**config.mk**
```make
export PLATFORM = sky130hd
export DESIGN_NAME = serial_adder
export DESIGN_NICKNAME = d
export VERILOG_FILES = /design/src/rtl/serial_adder.sv
export SDC_FILE = /design/constraint.sdc
export NUM_CORES = 1
export LEC_CHECK = 0
export ABC_CLOCK_PERIOD_IN_PS = 1500
export CORE_MARGIN = 5
export CORE_UTILIZATION = 33
export DETAILED_ROUTE_END_ITERATION = 10
export GPL_TIMING_DRIVEN = 0
export SETUP_SLACK_MARGIN = 0.02
export SKIP_LAST_GASP = 1
export SLEW_MARGIN = 20
export SYNTH_ARGS = -nofsm -noshare
export SYNTH_HDL_FRONTEND = slang
export SYNTH_SLANG_ARGS = --single-unit
```
**constraint.sdc**
```tcl
create_clock -name clk -period 1.5 [get_ports clk]
set_input_delay 0.375 -clock clk [delete_from_list [all_inputs] [get_ports clk]]
set_output_delay 0.375 -clock clk [all_outputs]
set_load 0.05 [all_outputs]
```
**src/rtl/serial_adder.sv**
```systemverilog
// Bit-serial ripple adder: one full-adder slice and a carry flop, LSB first, with start/busy/done handshake.
// Optional subtract mode is enabled by defining SERIAL_ADDER_SUB_EN (adds the sub input).

module serial_adder_ha (
    input  logic a_i,
    input  logic b_i,
    output logic s_o,
    output logic c_o
);
    assign s_o = a_i ^ b_i;
    assign c_o = a_i & b_i;
endmodule

// Full adder from two half-adder slices plus an OR, as in the original adder cell.
module serial_adder_fa (
    input  logic a_i,
    input  logic b_i,
    input  logic c_i,
    output logic s_o,
    output logic c_o
);
    logic s1;
    logic c1;
    logic c2;

    serial_adder_ha u_ha0 (
        .a_i (a_i),
        .b_i (b_i),
        .s_o (s1),
        .c_o (c1)
    );

    serial_adder_ha u_ha1 (
        .a_i (s1),
        .b_i (c_i),
        .s_o (s_o),
        .c_o (c2)
    );

    assign c_o = c1 | c2;
endmodule

module serial_adder #(
    parameter int unsigned WIDTH = 8
) (
    input  logic             clk,
    input  logic             rst_n,
    input  logic             start,
    input  logic [WIDTH-1:0] a,
    input  logic [WIDTH-1:0] b,
    input  logic             cin,
`ifdef SERIAL_ADDER_SUB_EN
    input  logic             sub,
`endif
    output logic             busy,
    output logic             done,
    output logic [WIDTH-1:0] sum,
    output logic             cout
);
    localparam int unsigned CW = $clog2(WIDTH) + 1;

    localparam logic [1:0] S_IDLE = 2'd0;
    localparam logic [1:0] S_RUN  = 2'd1;
    localparam logic [1:0] S_DONE = 2'd2;

    logic [1:0]       state_q, state_d;
    logic [WIDTH-1:0] a_sh_q, a_sh_d;
    logic [WIDTH-1:0] b_sh_q, b_sh_d;
    logic [WIDTH-1:0] sum_q, sum_d;
    logic [CW-1:0]    cnt_q, cnt_d;
    logic             carry_q, carry_d;
    logic             cout_q, cout_d;
    logic             busy_q, busy_d;
    logic             done_q, done_d;

    logic             sub_sel;
    logic [WIDTH-1:0] b_ld;
    logic             carry_ld;
    logic             fa_s;
    logic             fa_c;

`ifdef SERIAL_ADDER_SUB_EN
    assign sub_sel = sub;
`else
    assign sub_sel = 1'b0;
`endif

    // Subtract is a + ~b + 1: invert B on load and force the carry in.
    assign b_ld     = sub_sel ? ~b : b;
    assign carry_ld = sub_sel ? 1'b1 : cin;

    serial_adder_fa u_fa (
        .a_i (a_sh_q[0]),
        .b_i (b_sh_q[0]),
        .c_i (carry_q),
        .s_o (fa_s),
        .c_o (fa_c)
    );

    // State and datapath registers
    always_ff @(posedge clk) begin
        if (!rst_n) begin
            state_q <= S_IDLE;
            a_sh_q  <= '0;
            b_sh_q  <= '0;
            sum_q   <= '0;
            cnt_q   <= '0;
            carry_q <= 1'b0;
            cout_q  <= 1'b0;
            busy_q  <= 1'b0;
            done_q  <= 1'b0;
        end else begin
            state_q <= state_d;
            a_sh_q  <= a_sh_d;
            b_sh_q  <= b_sh_d;
            sum_q   <= sum_d;
            cnt_q   <= cnt_d;
            carry_q <= carry_d;
            cout_q  <= cout_d;
            busy_q  <= busy_d;
            done_q  <= done_d;
        end
    end

    // Next-state and datapath update
    always_comb begin
        state_d = state_q;
        a_sh_d  = a_sh_q;
        b_sh_d  = b_sh_q;
        sum_d   = sum_q;
        cnt_d   = cnt_q;
        carry_d = carry_q;
        cout_d  = cout_q;
        busy_d  = 1'b0;
        done_d  = 1'b0;

        case (state_q)
            S_IDLE, S_DONE: begin
                if (start) begin
                    a_sh_d  = a;
                    b_sh_d  = b_ld;
                    carry_d = carry_ld;
                    cnt_d   = '0;
                    sum_d   = '0;
                    state_d = S_RUN;
                end else begin
                    state_d = S_IDLE;
                end
            end
            S_RUN: begin
                sum_d   = (sum_q >> 1) | (WIDTH'(fa_s) << (WIDTH - 1));
                a_sh_d  = a_sh_q >> 1;
                b_sh_d  = b_sh_q >> 1;
                carry_d = fa_c;
                cnt_d   = cnt_q + CW'(1);
                // Last slice: this edge processes bit WIDTH-1.
                if (cnt_q == CW'(WIDTH - 1)) begin
                    cout_d  = fa_c;
                    state_d = S_DONE;
                end
            end
            default: state_d = S_IDLE;
        endcase

        busy_d = (state_d == S_RUN);
        done_d = (state_d == S_DONE);
    end

    assign busy = busy_q;
    assign done = done_q;
    assign sum  = sum_q;
    assign cout = cout_q;

endmodule

```
==> results.json <==
{
  "status": "completed",
  "drc": 0,
  "path_max_fanout": 3,
  "grt_pass1_vias": 1190,
  "ys_types": 24,
  "htreeDepth": 2,
  "skew_ns": 0.00315,
  "period_needed_ns": 1.40,
  "vias": 1263,
  "cap_violations": 0,
  "path_buf_inv": 1,
  "grt_use_total_pct": 13.1,
  "rr_worst_depth": 4,
  "cts_buffers": 5,
  "syn_nets": 178,
  "cts_hold_buffers": 0,
  "die_width_um": 74.8,
  "crit_slowest_cell": "clkdlybuf4s15_2",
  "antenna_found_initial": 0,
  "layout.nets": 215,
  "wl_per_cell_um": 14.1,
  "sw_frac_of_total_pct": 25.5,
  "fmax_mhz": 712,
  "start_util_pct": 34.3,
  "dp_hpwl_mm": 2.46,
  "antenna_cells": 0,
  "syn_area_um2": 1380,
  "end_kind": "output pin",
  "cts_tree": "built",
  "io_pins": 31,
  "cts_num_sinks": 34,
  "antenna_left": 0,
  "totalPowerFinal_mw": 1.94,
  "avgSynthCellArea_um2": 8.87,
  "placementRows": 23,
  "cp-startpoint": "sum[6]$_SDFFE_PN0P_",
  "peakVddDrop_uv": 546,
  "grt_max_degree": 11,
  "cp-start-kind": "register",
  "syn_inst": 156,
  "port_buffers": 30,
  "timing_hold_violations_final": 0,
  "switchingPower_mw": 0.494,
  "grt_pass1_wl_mm": 5.48,
  "min_path_type": "register to register",
  "whs_path_depth": 2,
  "cp.arrival_ns": 1.03,
  "combPwrFrac_pct": 14.8,
  "p_leak_nw": 0.652,
  "routed_via_density": 5.18,
  "p_per_area_nw_per_um2": 1040,
  "path_cells": "clkdlybuf4s15_2",
  "insertion_delay_ns": 0.28,
  "ys_ff_latch": 34,
  "maxSlewViolCount": 0,
  "drtIter0Drc": 101,
  "clkTransAtPathRegs_ns": 0.07,
  "cp.required_ns": 1.12,
  "syn2layout_area_growth_pct": 34.4,
  "finalSetupViolCount": 0,
  "fin_crit_sh_pct": 93.7,
  "p_int_mw": 1.45,
  "routabilityCongestion": 0.777,
  "drt_first_pass_iters": 4,
  "path_delay_family": "buffers and inverters",
  "r2r-start": "carry_q$_SDFFE_PN0P_",
  "ys_warn_count": 0,
  "design.die.area_um2": 5590,
  "rsz0062_at_grt": "no",
  "core_um2": 4030,
  "slew_headroom_pct": 69.9,
  "cts.path.max_buffers": 2,
  "ys_seq_area_share_pct": 49.2,
  "totalWireLength_mm": 3.44,
  "die_height_um": 74.8,
  "crit_cells": 1,
  "grt_overflow": 0,
  "worst_slew_pin_slew_ns": 0.452,
  "final_layout_size_suffix_gt1_share_pct": 18.0,
  "min_from": "b_sh_q[1]$_SDFFE_PN0P_",
  "p_seq_share_pct": 49.9,
  "pwr-share-clk_pct": 35.3,
  "postLayoutCoreUtil_pct": 46.2,
  "cts_root_buf": "clkbuf_8",
  "crit_type": "register to output pin",
  "critPathMaxStageDelay_ns": 0.38
}
## state kept, by name, indices dropped and copies added, names as in the netlist
register and cells:
a_sh_q 8, state_q 2, sum 8, done 1, busy 1, carry_q 1, b_sh_q 8, cout 1
cnt_q 4
## routing by layer
layer  up-vias  global-route usage [%]  part of all wire [%]
li1        629                       -                     -
met1       596                    16.1                    44
met2        33                    21.6                    48
met3         5                    4.54                   6.3
met4         0                    4.15                   1.2
met5         -                       0                     0
## path summary, 6_finish.rpt
check,endpoint,slack (ns)
hold reg to reg,b_sh_q[1]$_SDFFE_PN0P_,0.47
setup reg to reg,cout$_SDFFE_PN0P_,0.1
setup / recovery,sum[6],0.1
hold / removal,b_sh_q[1]$_SDFFE_PN0P_,0.47
## what timing repair did
action,4_1_cts,5_1_grt
hold endpoints to repair,0,0
gates resized for setup,31,8
setup endpoints to repair,11,12
gates cloned,0,0
buffers inserted,0,0
## area by class of cell
| class | instances | area [um2] |
|---|---|---|
| Fill cell | 401 | 2170 |
| Sequential cell | 34 | 681 |
| Multi-Input combinational cell | 103 | 613 |
| Timing Repair Buffer | 30 | 302 |
| Buffer | 15 | 96.3 |
| Clock buffer | 7 | 86.3 |
| Tap cell | 50 | 62.6 |
| Inverter | 4 | 15.0 |
| Clock inverter | 1 | 5.00 |
## power by group through the flow
stage / Clock (mW) / Sequential, mW / Combinational, mW
6_report: 0.685 / 0.968 / 0.287
5_1_grt: 0.742 / 0.973 / 0.317
4_1_cts: 0.706 / 0.967 / 0.282
3_5_place_dp: 0 / 0.988 / 0.282
3_3_place_gp: 0 / 0.985 / 0.274
2_1_floorplan: 0 / 0.997 / 0.162
## cells in the mapped netlist, drive strengths merged
cell	number	area share, %
nor2b	2	0.90
or3	1	0.45
nand2	10	2.7
o21ai	1	0.36
fa	1	1.4
mux2i	1	0.72
nand2b	5	2.3
clkbuf	3	0.81
nand3	28	10
nand4	1	0.45
nand3b	1	0.54
buf	12	5.7
nor3	2	0.72
a211oi	1	0.90
dfxtp	34	49
a2bb2oi	1	0.63
ha	1	0.90
a21oi	30	11
nor2	2	0.54
a22oi	14	7.6
mux2	1	1.1
inv	4	1.1
## per-stage QoR
step	worst slack [ns]	instance area, um2	hold slack (ns)	instances	TNS, ns
2_1_floorplan	0.191	1380	0.448	156	0
3_3_place_gp	-0.205	1750	0.454	236	-4.22
3_5_place_dp	-0.270	1750	0.461	236	-5.49
4_1_cts	0.0249	1850	0.470	244	0
5_1_grt	0.0275	1860	0.486	244	0
6_report	0.0952	1860	0.467	244	0
## cell usage in the layout (no fill, tap or decap), drive strengths merged
master / instances
nor3: 2
a22oi: 14
buf: 12
nor2: 2
a2bb2oi: 1
fa: 1
nand3: 28
a211oi: 1
a21oi: 30
o21ai: 1
ha: 1
mux2i: 1
clkdlybuf4s15: 9
nand2b: 5
or3: 1
nand2: 10
clkdlybuf4s50: 19
mux2: 1
dfxtp: 34
nor2b: 2
clkbuf: 12
nand4: 1
clkinv: 1
inv: 4
nand3b: 1
## cell families (layout without fill, tap and decap cells)
family | after synthesis | count (layout) | share of synthesized area [%]
simple gates | 52 | 52 | 18.7
compound gates | 47 | 47 | 20.3
flops | 34 | 34 | 49.2
buf+inv | 19 | 57 | 7.59
fa+ha+maj | 2 | 2 | 2.35
mux | 2 | 2 | 1.81
No activity file was read; power rests on OpenSTA's default activity.
